[src/rtl/serdes_link_seq_if.sv]
// Lane-side signal bundle between the bring-up sequencer and one CC_SERDES lane.
// The master modport is the sequencer; the slave modport is the lane or its model.
interface serdes_link_seq_if;
  logic        start_i;
  logic        pll_rst_o;
  logic        trx_rst_o;
  logic        tx_reset_done_i;
  logic        rx_reset_done_i;
  logic        rx_byte_aligned_i;
  logic [63:0] rx_data_i;
  logic [7:0]  rx_char_is_k_i;
  logic [7:0]  rx_not_in_table_i;
  logic [63:0] tx_data_o;
  logic [7:0]  tx_char_is_k_o;
  logic        comma_align_en_o;
  logic        link_up_o;
  logic        fault_o;
  logic [2:0]  state_o;
  logic [3:0]  retry_cnt_o;
  logic [15:0] err_cnt_o;

  modport master (
    input  start_i, tx_reset_done_i, rx_reset_done_i, rx_byte_aligned_i,
           rx_data_i, rx_char_is_k_i, rx_not_in_table_i,
    output pll_rst_o, trx_rst_o, tx_data_o, tx_char_is_k_o, comma_align_en_o,
           link_up_o, fault_o, state_o, retry_cnt_o, err_cnt_o
  );

  modport slave (
    output start_i, tx_reset_done_i, rx_reset_done_i, rx_byte_aligned_i,
           rx_data_i, rx_char_is_k_i, rx_not_in_table_i,
    input  pll_rst_o, trx_rst_o, tx_data_o, tx_char_is_k_o, comma_align_en_o,
           link_up_o, fault_o, state_o, retry_cnt_o, err_cnt_o
  );
endinterface

[src/rtl/serdes_link_seq.sv]
// Bring-up sequencer and loopback link checker for one CC_SERDES lane:
// PLL/TRX reset, comma alignment, training-pattern check, bounded retry.
module serdes_link_seq #(
  parameter int PLL_RST_CYCLES = 256,
  parameter int TIMEOUT_CYCLES = 65535,
  parameter int ALIGN_GOOD     = 16,
  parameter int TRAIN_GOOD     = 64,
  parameter int MAX_RETRIES    = 3,
  parameter int K_POS          = 1
) (
  input  logic              ref_clk,
  input  logic              rstn_i,
  serdes_link_seq_if.master lnk
);

  localparam logic [2:0] S_IDLE    = 3'd0;
  localparam logic [2:0] S_PLL_RST = 3'd1;
  localparam logic [2:0] S_TRX_RST = 3'd2;
  localparam logic [2:0] S_ALIGN   = 3'd3;
  localparam logic [2:0] S_TRAIN   = 3'd4;
  localparam logic [2:0] S_LINK_UP = 3'd5;
  localparam logic [2:0] S_FAULT   = 3'd6;

  localparam logic [19:0] PLL_LAST   = 20'(PLL_RST_CYCLES - 1);
  localparam logic [19:0] TMO_LAST   = 20'(TIMEOUT_CYCLES - 1);
  localparam logic [15:0] ALIGN_LAST = 16'(ALIGN_GOOD - 1);
  localparam logic [15:0] TRAIN_LAST = 16'(TRAIN_GOOD - 1);
  localparam logic [3:0]  RETRY_MAX  = 4'(MAX_RETRIES);
  localparam logic [7:0]  K_MASK     = 8'(1 << K_POS);

  function automatic logic [63:0] comma_word();
    logic [63:0] w;
    for (int i = 0; i < 8; i++) w[8*i +: 8] = (i == K_POS) ? 8'hBC : 8'h4A;
    return w;
  endfunction

  function automatic logic [63:0] pattern(input logic [7:0] seq);
    logic [63:0] w;
    for (int i = 0; i < 8; i++) w[8*i +: 8] = seq + 8'(i);
    return w;
  endfunction

  localparam logic [63:0] COMMA = comma_word();

  // Reset asserts asynchronously but releases only after two clean clock edges.
  logic [1:0] rst_sync;
  logic       rst_n;

  always_ff @(posedge ref_clk or negedge rstn_i) begin
    if (!rstn_i) rst_sync <= 2'b00;
    else         rst_sync <= {rst_sync[0], 1'b1};
  end

  assign rst_n = rst_sync[1];

  logic [2:0]  state, nxt;
  logic [19:0] cnt, nxt_cnt;
  logic [15:0] run;
  logic        seeded;
  logic [7:0]  rseq;
  logic [7:0]  tx_seq;
  logic [3:0]  retry_cnt;
  logic [15:0] err_cnt;
  logic        pll_rst, trx_rst, comma_align_en, link_up, fault;
  logic [63:0] tx_data;
  logic [7:0]  tx_char_is_k;

  logic align_good, seed_ok, word_match, timeout, do_retry, done_both, in_pattern;

  always_comb begin
    done_both  = lnk.tx_reset_done_i && lnk.rx_reset_done_i;
    align_good = lnk.rx_byte_aligned_i && (lnk.rx_char_is_k_i == K_MASK) &&
                 (lnk.rx_not_in_table_i == 8'h00);
    seed_ok    = (lnk.rx_data_i[7:0] != 8'h4A) && (lnk.rx_char_is_k_i == 8'h00);
    word_match = seeded && (lnk.rx_data_i == pattern(rseq)) &&
                 (lnk.rx_char_is_k_i == 8'h00) && (lnk.rx_not_in_table_i == 8'h00);
    timeout    = (cnt == TMO_LAST);
    in_pattern = (state == S_TRAIN) || (state == S_LINK_UP);
    do_retry   = 1'b0;
    nxt        = state;
    // Success is tested before the timeout so it wins on a tie.
    case (state)
      S_IDLE:    if (lnk.start_i) nxt = S_PLL_RST;
      S_PLL_RST: if (cnt == PLL_LAST) nxt = S_TRX_RST;
      S_TRX_RST: if (done_both) nxt = S_ALIGN;
                 else if (timeout) do_retry = 1'b1;
      S_ALIGN:   if (align_good && run == ALIGN_LAST) nxt = S_TRAIN;
                 else if (timeout) do_retry = 1'b1;
      S_TRAIN:   if (word_match && run == TRAIN_LAST) nxt = S_LINK_UP;
                 else if (timeout) do_retry = 1'b1;
      S_LINK_UP: if (!lnk.rx_byte_aligned_i || !done_both) do_retry = 1'b1;
      S_FAULT:   nxt = S_FAULT;
      default:   nxt = S_IDLE;
    endcase
    if (do_retry) nxt = (retry_cnt < RETRY_MAX) ? S_PLL_RST : S_FAULT;
    if (!lnk.start_i) nxt = S_IDLE;
    if (nxt != state)          nxt_cnt = 20'd0;
    else if (cnt == 20'hFFFFF) nxt_cnt = cnt;
    else                       nxt_cnt = cnt + 20'd1;
  end

  always_ff @(posedge ref_clk or negedge rst_n) begin
    if (!rst_n) begin
      state          <= S_IDLE;
      cnt            <= 20'd0;
      run            <= 16'd0;
      seeded         <= 1'b0;
      retry_cnt      <= 4'd0;
      err_cnt        <= 16'd0;
      pll_rst        <= 1'b1;
      trx_rst        <= 1'b1;
      comma_align_en <= 1'b0;
      link_up        <= 1'b0;
      fault          <= 1'b0;
      tx_data        <= COMMA;
      tx_char_is_k   <= K_MASK;
    end else begin
      state <= nxt;
      cnt   <= nxt_cnt;

      if (nxt != state)                        run <= 16'd0;
      else if (state == S_ALIGN)               run <= align_good ? run + 16'd1 : 16'd0;
      else if (in_pattern && !word_match)      run <= 16'd0;
      else if (in_pattern && run != 16'hFFFF)  run <= run + 16'd1;

      if (!in_pattern)      seeded <= 1'b0;
      else if (!word_match) seeded <= seed_ok;

      if (state == S_IDLE && nxt == S_PLL_RST)       retry_cnt <= 4'd0;
      else if (do_retry && nxt == S_PLL_RST && retry_cnt != 4'hF)
                                                     retry_cnt <= retry_cnt + 4'd1;

      if (state == S_IDLE && nxt == S_PLL_RST) err_cnt <= 16'd0;
      else if (state == S_LINK_UP && seeded && !word_match && err_cnt != 16'hFFFF)
        err_cnt <= err_cnt + 16'd1;

      // Outputs follow the next state so they change together with state_o.
      pll_rst        <= (nxt == S_IDLE) || (nxt == S_PLL_RST) || (nxt == S_FAULT);
      trx_rst        <= (nxt == S_IDLE) || (nxt == S_PLL_RST) || (nxt == S_FAULT) ||
                        ((nxt == S_TRX_RST) && (nxt_cnt < 20'd16));
      comma_align_en <= (nxt == S_ALIGN);
      link_up        <= (nxt == S_LINK_UP);
      fault          <= (nxt == S_FAULT);

      if (nxt == S_TRAIN || nxt == S_LINK_UP) begin
        tx_char_is_k <= 8'h00;
        tx_data      <= in_pattern ? pattern(tx_seq) : pattern(8'd0);
      end else begin
        tx_char_is_k <= K_MASK;
        tx_data      <= COMMA;
      end
    end
  end

  // Pattern sequence registers carry no control meaning and need no reset.
  always_ff @(posedge ref_clk) begin
    if (nxt == S_TRAIN || nxt == S_LINK_UP) tx_seq <= in_pattern ? tx_seq + 8'd8 : 8'd8;
    else                                    tx_seq <= 8'd0;

    if (!in_pattern)     rseq <= 8'd0;
    else if (word_match) rseq <= rseq + 8'd8;
    else if (seed_ok)    rseq <= lnk.rx_data_i[7:0] + 8'd8;
  end

  assign lnk.pll_rst_o        = pll_rst;
  assign lnk.trx_rst_o        = trx_rst;
  assign lnk.tx_data_o        = tx_data;
  assign lnk.tx_char_is_k_o   = tx_char_is_k;
  assign lnk.comma_align_en_o = comma_align_en;
  assign lnk.link_up_o        = link_up;
  assign lnk.fault_o          = fault;
  assign lnk.state_o          = state;
  assign lnk.retry_cnt_o      = retry_cnt;
  assign lnk.err_cnt_o        = err_cnt;

endmodule
[src/flat_wrapper.sv]
// flat-port wrapper written by rule: the top's interface ports become plain ports
module serdes_link_seq_flat 
#(
  parameter int PLL_RST_CYCLES = 256,
  parameter int TIMEOUT_CYCLES = 65535,
  parameter int ALIGN_GOOD     = 16,
  parameter int TRAIN_GOOD     = 64,
  parameter int MAX_RETRIES    = 3,
  parameter int K_POS          = 1
)
  (ref_clk, rstn_i, lnk_start_i, lnk_tx_reset_done_i, lnk_rx_reset_done_i, lnk_rx_byte_aligned_i, lnk_rx_data_i, lnk_rx_char_is_k_i, lnk_rx_not_in_table_i, lnk_pll_rst_o, lnk_trx_rst_o, lnk_tx_data_o, lnk_tx_char_is_k_o, lnk_comma_align_en_o, lnk_link_up_o, lnk_fault_o, lnk_state_o, lnk_retry_cnt_o, lnk_err_cnt_o);
  serdes_link_seq_if lnk_i ();
  input  logic ref_clk;
  input  logic rstn_i;
  input wire logic [$bits(lnk_i.start_i)-1:0] lnk_start_i;
  input wire logic [$bits(lnk_i.tx_reset_done_i)-1:0] lnk_tx_reset_done_i;
  input wire logic [$bits(lnk_i.rx_reset_done_i)-1:0] lnk_rx_reset_done_i;
  input wire logic [$bits(lnk_i.rx_byte_aligned_i)-1:0] lnk_rx_byte_aligned_i;
  input wire logic [$bits(lnk_i.rx_data_i)-1:0] lnk_rx_data_i;
  input wire logic [$bits(lnk_i.rx_char_is_k_i)-1:0] lnk_rx_char_is_k_i;
  input wire logic [$bits(lnk_i.rx_not_in_table_i)-1:0] lnk_rx_not_in_table_i;
  output wire logic [$bits(lnk_i.pll_rst_o)-1:0] lnk_pll_rst_o;
  output wire logic [$bits(lnk_i.trx_rst_o)-1:0] lnk_trx_rst_o;
  output wire logic [$bits(lnk_i.tx_data_o)-1:0] lnk_tx_data_o;
  output wire logic [$bits(lnk_i.tx_char_is_k_o)-1:0] lnk_tx_char_is_k_o;
  output wire logic [$bits(lnk_i.comma_align_en_o)-1:0] lnk_comma_align_en_o;
  output wire logic [$bits(lnk_i.link_up_o)-1:0] lnk_link_up_o;
  output wire logic [$bits(lnk_i.fault_o)-1:0] lnk_fault_o;
  output wire logic [$bits(lnk_i.state_o)-1:0] lnk_state_o;
  output wire logic [$bits(lnk_i.retry_cnt_o)-1:0] lnk_retry_cnt_o;
  output wire logic [$bits(lnk_i.err_cnt_o)-1:0] lnk_err_cnt_o;
  assign lnk_i.start_i = lnk_start_i;
  assign lnk_i.tx_reset_done_i = lnk_tx_reset_done_i;
  assign lnk_i.rx_reset_done_i = lnk_rx_reset_done_i;
  assign lnk_i.rx_byte_aligned_i = lnk_rx_byte_aligned_i;
  assign lnk_i.rx_data_i = lnk_rx_data_i;
  assign lnk_i.rx_char_is_k_i = lnk_rx_char_is_k_i;
  assign lnk_i.rx_not_in_table_i = lnk_rx_not_in_table_i;
  assign lnk_pll_rst_o = lnk_i.pll_rst_o;
  assign lnk_trx_rst_o = lnk_i.trx_rst_o;
  assign lnk_tx_data_o = lnk_i.tx_data_o;
  assign lnk_tx_char_is_k_o = lnk_i.tx_char_is_k_o;
  assign lnk_comma_align_en_o = lnk_i.comma_align_en_o;
  assign lnk_link_up_o = lnk_i.link_up_o;
  assign lnk_fault_o = lnk_i.fault_o;
  assign lnk_state_o = lnk_i.state_o;
  assign lnk_retry_cnt_o = lnk_i.retry_cnt_o;
  assign lnk_err_cnt_o = lnk_i.err_cnt_o;
  serdes_link_seq #(.PLL_RST_CYCLES(PLL_RST_CYCLES), .TIMEOUT_CYCLES(TIMEOUT_CYCLES), .ALIGN_GOOD(ALIGN_GOOD), .TRAIN_GOOD(TRAIN_GOOD), .MAX_RETRIES(MAX_RETRIES), .K_POS(K_POS)) u_core (.ref_clk(ref_clk), .rstn_i(rstn_i), .lnk(lnk_i));
endmodule
[config.mk]
export PLATFORM = sky130hd
export DESIGN_NAME = serdes_link_seq_flat
export DESIGN_NICKNAME = d
export VERILOG_FILES = /design/src/rtl/serdes_link_seq_if.sv /design/src/rtl/serdes_link_seq.sv /design/src/flat_wrapper.sv
export SDC_FILE = /design/constraint.sdc
export NUM_CORES = 1
export LEC_CHECK = 0
export ABC_AREA = 1
export CAP_MARGIN = 10
export CORE_MARGIN = 2
export CORE_UTILIZATION = 52
export CTS_CLUSTER_DIAMETER = 50
export CTS_CLUSTER_SIZE = 40
export DETAILED_ROUTE_END_ITERATION = 6
export PLACE_DENSITY = 0.87
export SYNTH_ARGS = -nofsm -noshare
export SYNTH_HDL_FRONTEND = slang
export SYNTH_SLANG_ARGS = --single-unit
[constraint.sdc]
create_clock -name ref_clk -period 6.53 [get_ports ref_clk]
set_clock_uncertainty 0.1 [all_clocks]
set_input_delay 1.306 -clock ref_clk [delete_from_list [all_inputs] [get_ports ref_clk]]
set_output_delay 1.306 -clock ref_clk [all_outputs]
set_load 0.01 [all_outputs]
==> flow_summary.json, run 1 <==
{
  "antenna_found_initial": 0,
  "routed_wl_mm": 21.4,
  "crit_path_top_delay_cell": "clkdlybuf4s50_1",
  "regToRegStartpoint": "u_core.rseq[1]",
  "synthTopCellsByArea": "dfrtp_1 23%, nand2_1 16%, nor2_1 8.1%",
  "slew_headroom_pct": 36.3,
  "gr-total-overflow": 0,
  "hold_end": "u_core.rst_sync[1]",
  "maxCapViolCount": 0,
  "gp_congestion": 0.985,
  "syn_area_per_cell_um2": 6.37,
  "synth_largest_area_cell": "dfrtp_1",
  "synthFlopType": "dfrtp_1",
  "setup_violations": 0,
  "area_growth_pct": 21.6,
  "grt_usage_pct": 26.8,
  "vias_per_cell": 5.31,
  "ir_drop_mv": 0.124,
  "r2r_cells": 26,
  "r2r_end": "u_core.lnk.trx_rst_o",
  "hold_slack_ns": 0.263,
  "critPathMaxStageDelay_ns": 0.40,
  "hold_start": "u_core.rst_sync[0]",
  "worstPathMaxFanout": 35,
  "cts_tree": "built",
  "holdPathStages": 0,
  "p_int_mw": 0.911,
  "dr.pass1.iters": 5,
  "yosysUniqueCellTypes": 50,
  "antenna_left": 0,
  "crit_top_cell": "nand2_1",
  "ys_ff_latch": 91,
  "cts_buffers": 9,
  "setup.worst_path.class": "input pin to register",
  "combPwrFrac_pct": 13.2,
  "pre_cts_slack_ns": 1.84,
  "max-clock-path-buffers": 2,
  "p_leak_nw": 4.41,
  "die_w_um": 126,
  "diodes": 0,
  "fmax_mhz": 225,
  "grt_pass1_wl_mm": 35.4,
  "hold_class": "register to register",
  "switchingPower_mw": 0.340,
  "path_clk_slew_ns": 0.07,
  "power_density_nw_per_um2": 133,
  "cts_hold_buffers": 0,
  "num_io_pins": 186,
  "cts_root_buf": "clkbuf_16",
  "cp-end-kind": "register",
  "final.setup.tns_ns": 0,
  "rows": 44,
  "postCtsSetupBuffers": 0,
  "drv_slew": 0,
  "io_buffers": 166,
  "regToRegSetupSlack_ns": 2.09,
  "async_reset_ff_share_pct": 85.7,
  "dieHeight_um": 126,
  "drtIter0Drc": 689,
  "vias": 8056,
  "worst_pin_slew_ns": 0.956,
  "pwr-share-clk_pct": 41.1,
  "yosys-top-cells-count": "333 x nand2_1, 168 x nor2_1, 162 x inv_1, 79 x nand3_1, 70 x dfrtp_1",
  "place_area_um2": 9130,
  "synth-edff-count": 0,
  "crit_path_start_kind": "input pin",
  "fin_crit_sh_pct": 68.0,
  "wl_per_cell_um": 14.1,
  "min_period_ns": 4.44,
  "htree_levels": 3,
  "dp_hpwl_mm": 16.5,
  "pwr-share-seq_pct": 45.7,
  "status": "finished, final reports clean",
  "grt_pass1_vias": 7584,
  "nets": 1429,
  "dp.cells": 1500,
  "yosysSeqAreaShare_pct": 28.7,
  "post-synth-top-count-cell": "nand2_1",
  "path_cells": "clkdlybuf4s50_1 -> nor2_1 -> nand2_1 -> nor2_1 -> nand2_1 -> nor2_1 -> nand2_1 -> nor2_1 -> nand4_1 -> nor2_2 -> nand3_1 -> nand2_1 -> nand2_2 -> inv_1 -> nand2_1 -> nand2_1 -> nand2_2 -> nand2_1 -> nand2_2 -> nand2_4 -> inv_2 -> o41ai_1 -> nand3_1 -> nand2_1",
  "drc": 0,
  "syn_area_um2": 7740,
  "worstPathRequired_ns": 6.72,
  "fin_ws_ns": 2.09,
  "nFillCells": 1286,
  "cp_data_arrival_time_ns": 4.63,
  "grt_max_degree": 77,
  "cp_num_buf_inv": 3,
  "rsz0062_at_grt": "no",
  "start_util_pct": 53.3,
  "cts_resized": 0,
  "cts_sinks": 91,
  "coreArea_um2": 14500,
  "fin_area_um2": 9420,
  "hold_viol": 0,
  "syn_inst": 1215,
  "switching_share_pct": 27.2,
  "clk_latency_ns": 0.35,
  "ys.warnings.count": 0,
  "finalNonFillerCells": 1516,
  "synth_top_cell_area_share_pct": 22.6,
  "drive_gt1_share_pct": 4.28,
  "dieArea_um2": 15900,
  "crit_family": "simple AND/OR/NAND/NOR gates"
}
[kinds of logic after synthesis]
logic type               share of synthesized area (%)
AND/OR/NAND/NOR                                   38.5
buffers and inverters                             15.8
AO/OA/AOI/OAI                                     8.24
flip-flops                                        28.7
XOR/XNOR                                          6.11
adder cells (fa/ha/maj)                           2.58
other                                           0.0970
[worst register-to-register path: cells and delay by family, from the launching register on]
family	cells	cell delay, ns
simple gates	18	2.19
fa+ha+maj	1	0.32
compound gates	1	0.10
flops	1	0.74
xor+xnor	1	0.25
buf+inv	5	0.67
[power by group through the flow]
stage	Clock, mW	Combinational (mW)	Sequential (mW)
after floorplan	0	0.0870	0.588
after global placement	0	0.162	0.582
after detailed placement	0	0.164	0.583
after CTS	0.520	0.165	0.571
after global routing	0.546	0.183	0.572
final	0.514	0.166	0.572
[final cells by class]
cell class | instances | area [um^2] | area share [%]
tap | 184 | 230 | 2.44
clock inverter | 7 | 65.1 | 0.691
timing repair buffer | 167 | 1670 | 17.7
clock buffer | 9 | 225 | 2.39
inverter | 171 | 642 | 6.81
multi-input combinational | 887 | 4370 | 46.3
sequential | 91 | 2220 | 23.6
[cells in the final DEF (no fill, tap or decap), drive strengths merged, types with 6 or more instances in the layout]
cell type / n
clkbuf: 9
inv: 172
o21ai: 46
o211ai: 6
clkdlybuf4s50: 166
dfxtp: 13
nor2: 174
nand4: 24
nor4: 12
nand3b: 12
a21oi: 37
xor2: 35
xnor2: 19
ha: 16
conb: 20
dfstp: 8
nor3: 26
dfrtp: 70
nand3: 81
nand2: 343
[worst max path at each step]
| stage | cells past startpoint | to | slack, ns | from |
|---|---|---|---|---|
| global placement | 24 | u_core.lnk.trx_rst_o | 1.89 | lnk_rx_not_in_table_i[7] |
| global route | 24 | u_core.lnk.trx_rst_o | 1.62 | u_core.rseq[0] |
| floorplan | 21 | u_core.lnk.err_cnt_o[11] | 3.11 | lnk_rx_not_in_table_i[7] |
| CTS | 24 | u_core.lnk.trx_rst_o | 2.18 | lnk_rx_not_in_table_i[7] |
| finish | 24 | u_core.lnk.trx_rst_o | 2.09 | lnk_rx_not_in_table_i[7] |
| detailed placement | 24 | u_core.lnk.trx_rst_o | 1.84 | lnk_rx_not_in_table_i[7] |
[flip-flops by register name, summed over array words and instances (netlist names), 3 cells and up]
name	count
u_core.lnk.err_cnt_o	16
u_core.lnk.retry_cnt_o	4
u_core.cnt	20
u_core.tx_seq	5
u_core.lnk.state_o	3
u_core.rseq	8
u_core.lnk.tx_data_o	11
u_core.run	16
[stage by stage]
step	power [mW]	utilization, %
3_3_place_gp	0.744	62.8
6_report	1.25	64.8
3_5_place_dp	0.746	62.8
2_1_floorplan	0.675	-
5_1_grt	1.30	64.8
4_1_cts	1.26	64.8
[layer usage]
metal  wire length (um)  vias up  track usage, %
met1               8550     3643            32.8
met5                  0        -               0
met4                566        0            9.18
li1                   -     3981               -
met3               1650       50            4.84
met2              10700      382            47.5
(Power assumes the default switching activity.)
==> run 2, diff against run 1 <==
- CORE_UTILIZATION: 52 -> 46
- PLACE_DENSITY: 0.87 -> 0.82
- clock period: 6.53 -> 3.9 ns (I/O delays scaled with it)
==> run 2 against run 1 <==
Net effect: sequential power rose by 69%; die area rose by 13%; critical path depth fell by 2; final cell count rose by 4.9%; first-iteration DRC count fell by 5.2%; worst hold slack got worse by 0.014 ns; power rose by 68%; setup slack got worse by 1.8 ns; critical endpoint is now u_core.run[10]; count of clock-buffer cells in the layout did not move.
==> flow_summary.json, run 2 (same netlist as run 1, synthesis figures left out) <==
{
  "dr_wl_met3_mm": 1.42,
  "cp_data_arrival_time_ns": 3.80,
  "p_int_mw": 1.54,
  "hold_viol": 0,
  "worstPathRequired_ns": 4.05,
  "hold_class": "register to register",
  "worst_pin_slew_ns": 0.818,
  "dr.pass1.iters": 6,
  "top_layer_used": "met4",
  "ir_drop_mv": 0.185,
  "wl_per_cell_um": 14.1,
  "maxCapViolCount": 0,
  "pwr-share-seq_pct": 45.9,
  "power_density_nw_per_um2": 215,
  "drtIter0Drc": 653,
  "switchingPower_mw": 0.568,
  "switching_share_pct": 27.0,
  "max-clock-path-buffers": 2,
  "cp-end-kind": "register",
  "grt_max_degree": 40,
  "fin_crit_sh_pct": 93.6,
  "die_w_um": 134,
  "cts_tree": "built",
  "min_period_ns": 3.65,
  "dp_hpwl_mm": 18.0,
  "pwr-share-clk_pct": 40.6,
  "path_clk_slew_ns": 0.07,
  "rsz0062_at_grt": "no",
  "io_buffers": 166,
  "slew_headroom_pct": 45.4,
  "clk_latency_ns": 0.34,
  "regToRegStartpoint": "u_core.rseq[2]",
  "power_mw": 2.10,
  "gp_congestion": 0.956,
  "dieHeight_um": 134,
  "worstPathMaxFanout": 19,
  "critPathLaunch": "lnk_rx_data_i[6]",
  "combPwrFrac_pct": 13.5,
  "grt_usage_pct": 25.2,
  "p_leak_nw": 4.60,
  "vias_per_cell": 5.08,
  "final_common_cell": "nand2_1",
  "coreArea_um2": 16500,
  "routed_wl_mm": 22.5,
  "layout.area.seq_um2": 2220,
  "cts_buffers": 9,
  "cts_sinks": 91,
  "dieArea_um2": 17900,
  "area_growth_pct": 26.2,
  "antenna_found_initial": 1,
  "largest-register": "u_core.cnt",
  "largest_reg_flops": 20,
  "layout_common_cells": "333 x nand2_1, 168 x nor2_1, 166 x clkdlybuf4s50_1",
  "cts_hold_buffers": 0,
  "drv_slew": 0,
  "cts_root_buf": "clkbuf_16",
  "start_util_pct": 46.9,
  "antenna_left": 0,
  "crit_path_start_kind": "input pin",
  "grt_pass1_wl_mm": 36.8,
  "nFillCells": 1506,
  "gr-total-overflow": 0,
  "fmax_mhz": 274,
  "status": "finished, final reports clean",
  "drive_gt1_share_pct": 7.08,
  "final.setup.tns_ns": 0,
  "multi_input_comb_area_um2": 4370,
  "vias": 8076,
  "hold_start": "u_core.rst_sync[0]",
  "drc": 0,
  "setup.worst_path.class": "input pin to register",
  "grt_pass1_vias": 7639,
  "wl_met2_mm": 10.9,
  "setup_violations": 0,
  "num_io_pins": 186,
  "rows": 47,
  "nets": 1467,
  "wirelength_met1_mm": 9.48,
  "htree_levels": 3
}
==> run 2: layer usage <==
metal  GRT usage (%)  up-vias
met5               0        -
met4            7.86        0
met3            3.73       47
met2            43.5      284
met1            32.4     3674
li1                -     4071
==> run 2: critical path: stages <==
cell and delay [ns]:
clkdlybuf4s50_1 0.61, inv_1 0.09, nand2_1 0.07, nand2_1 0.05
a21oi_1 0.18, nand2_1 0.07, nor2_1 0.09, nand2_1 0.05
nor2_1 0.11, nand4_1 0.12, nor2_2 0.18, nand3_1 0.09
nand2_1 0.14, nand2_2 0.11, nand2_4 0.11, nand3_2 0.08
nand2_1 0.09, nand2_2 0.09, nor2_8 0.17, nand2_4 0.13
buf_12 0.18, a211oi_1 0.18
==> run 2: cell type report <==
type	instances	area share [%]
Antenna cell	1	0.0256
Clock buffer	9	2.30
Clock inverter	7	0.717
Inverter	171	6.57
Multi-Input combinational cell	887	44.7
Sequential cell	91	22.8
Tap cell	220	2.82
Timing Repair Buffer	205	20.1
==> run 2: what timing repair did <==
action | in CTS | in global routing
buffers inserted | 0 | 0
endpoints found under the setup margin | 0 | 56
gates resized for setup | 0 | 2
==> run 2: final timing paths <==
kind,endpoint,slack (ns),depth (start not counted)
worst max-delay path,u_core.run[10],0.25,22
worst min-delay path,u_core.rst_sync[1],0.25,0
worst max register to register,u_core.run[10],0.28,24
worst min register to register,u_core.rst_sync[1],0.25,0
max in group asynchronous,u_core.lnk.tx_data_o[62],2.40,1
min in group asynchronous,u_core.lnk.err_cnt_o[7],0.27,0
==> run 2: power by group through the flow <==
stage	Clock [mW]	Combinational [mW]	Sequential, mW
floorplan	0	0.146	0.985
global placement	0	0.279	0.983
detailed placement	0	0.282	0.984
CTS	0.871	0.284	0.966
global route	0.910	0.316	0.968
finish	0.854	0.285	0.966
==> run 2: through the flow <==
step / area, um^2 / cells / setup slack [ns] / utilization, % / hold slack [ns]
6_report: 9780 / 1591 / 0.251 / 59.2 / 0.249
5_1_grt: 9780 / 1591 / 0.00412 / 59.2 / 0.258
4_1_cts: 9770 / 1590 / 0.126 / 59.1 / 0.250
3_5_place_dp: 9470 / 1574 / -0.0117 / 57.3 / 0.235
3_3_place_gp: 9470 / 1574 / 0.0600 / 57.3 / 0.241
2_1_floorplan: 7810 / 1233 / 0.752 / - / 0.231
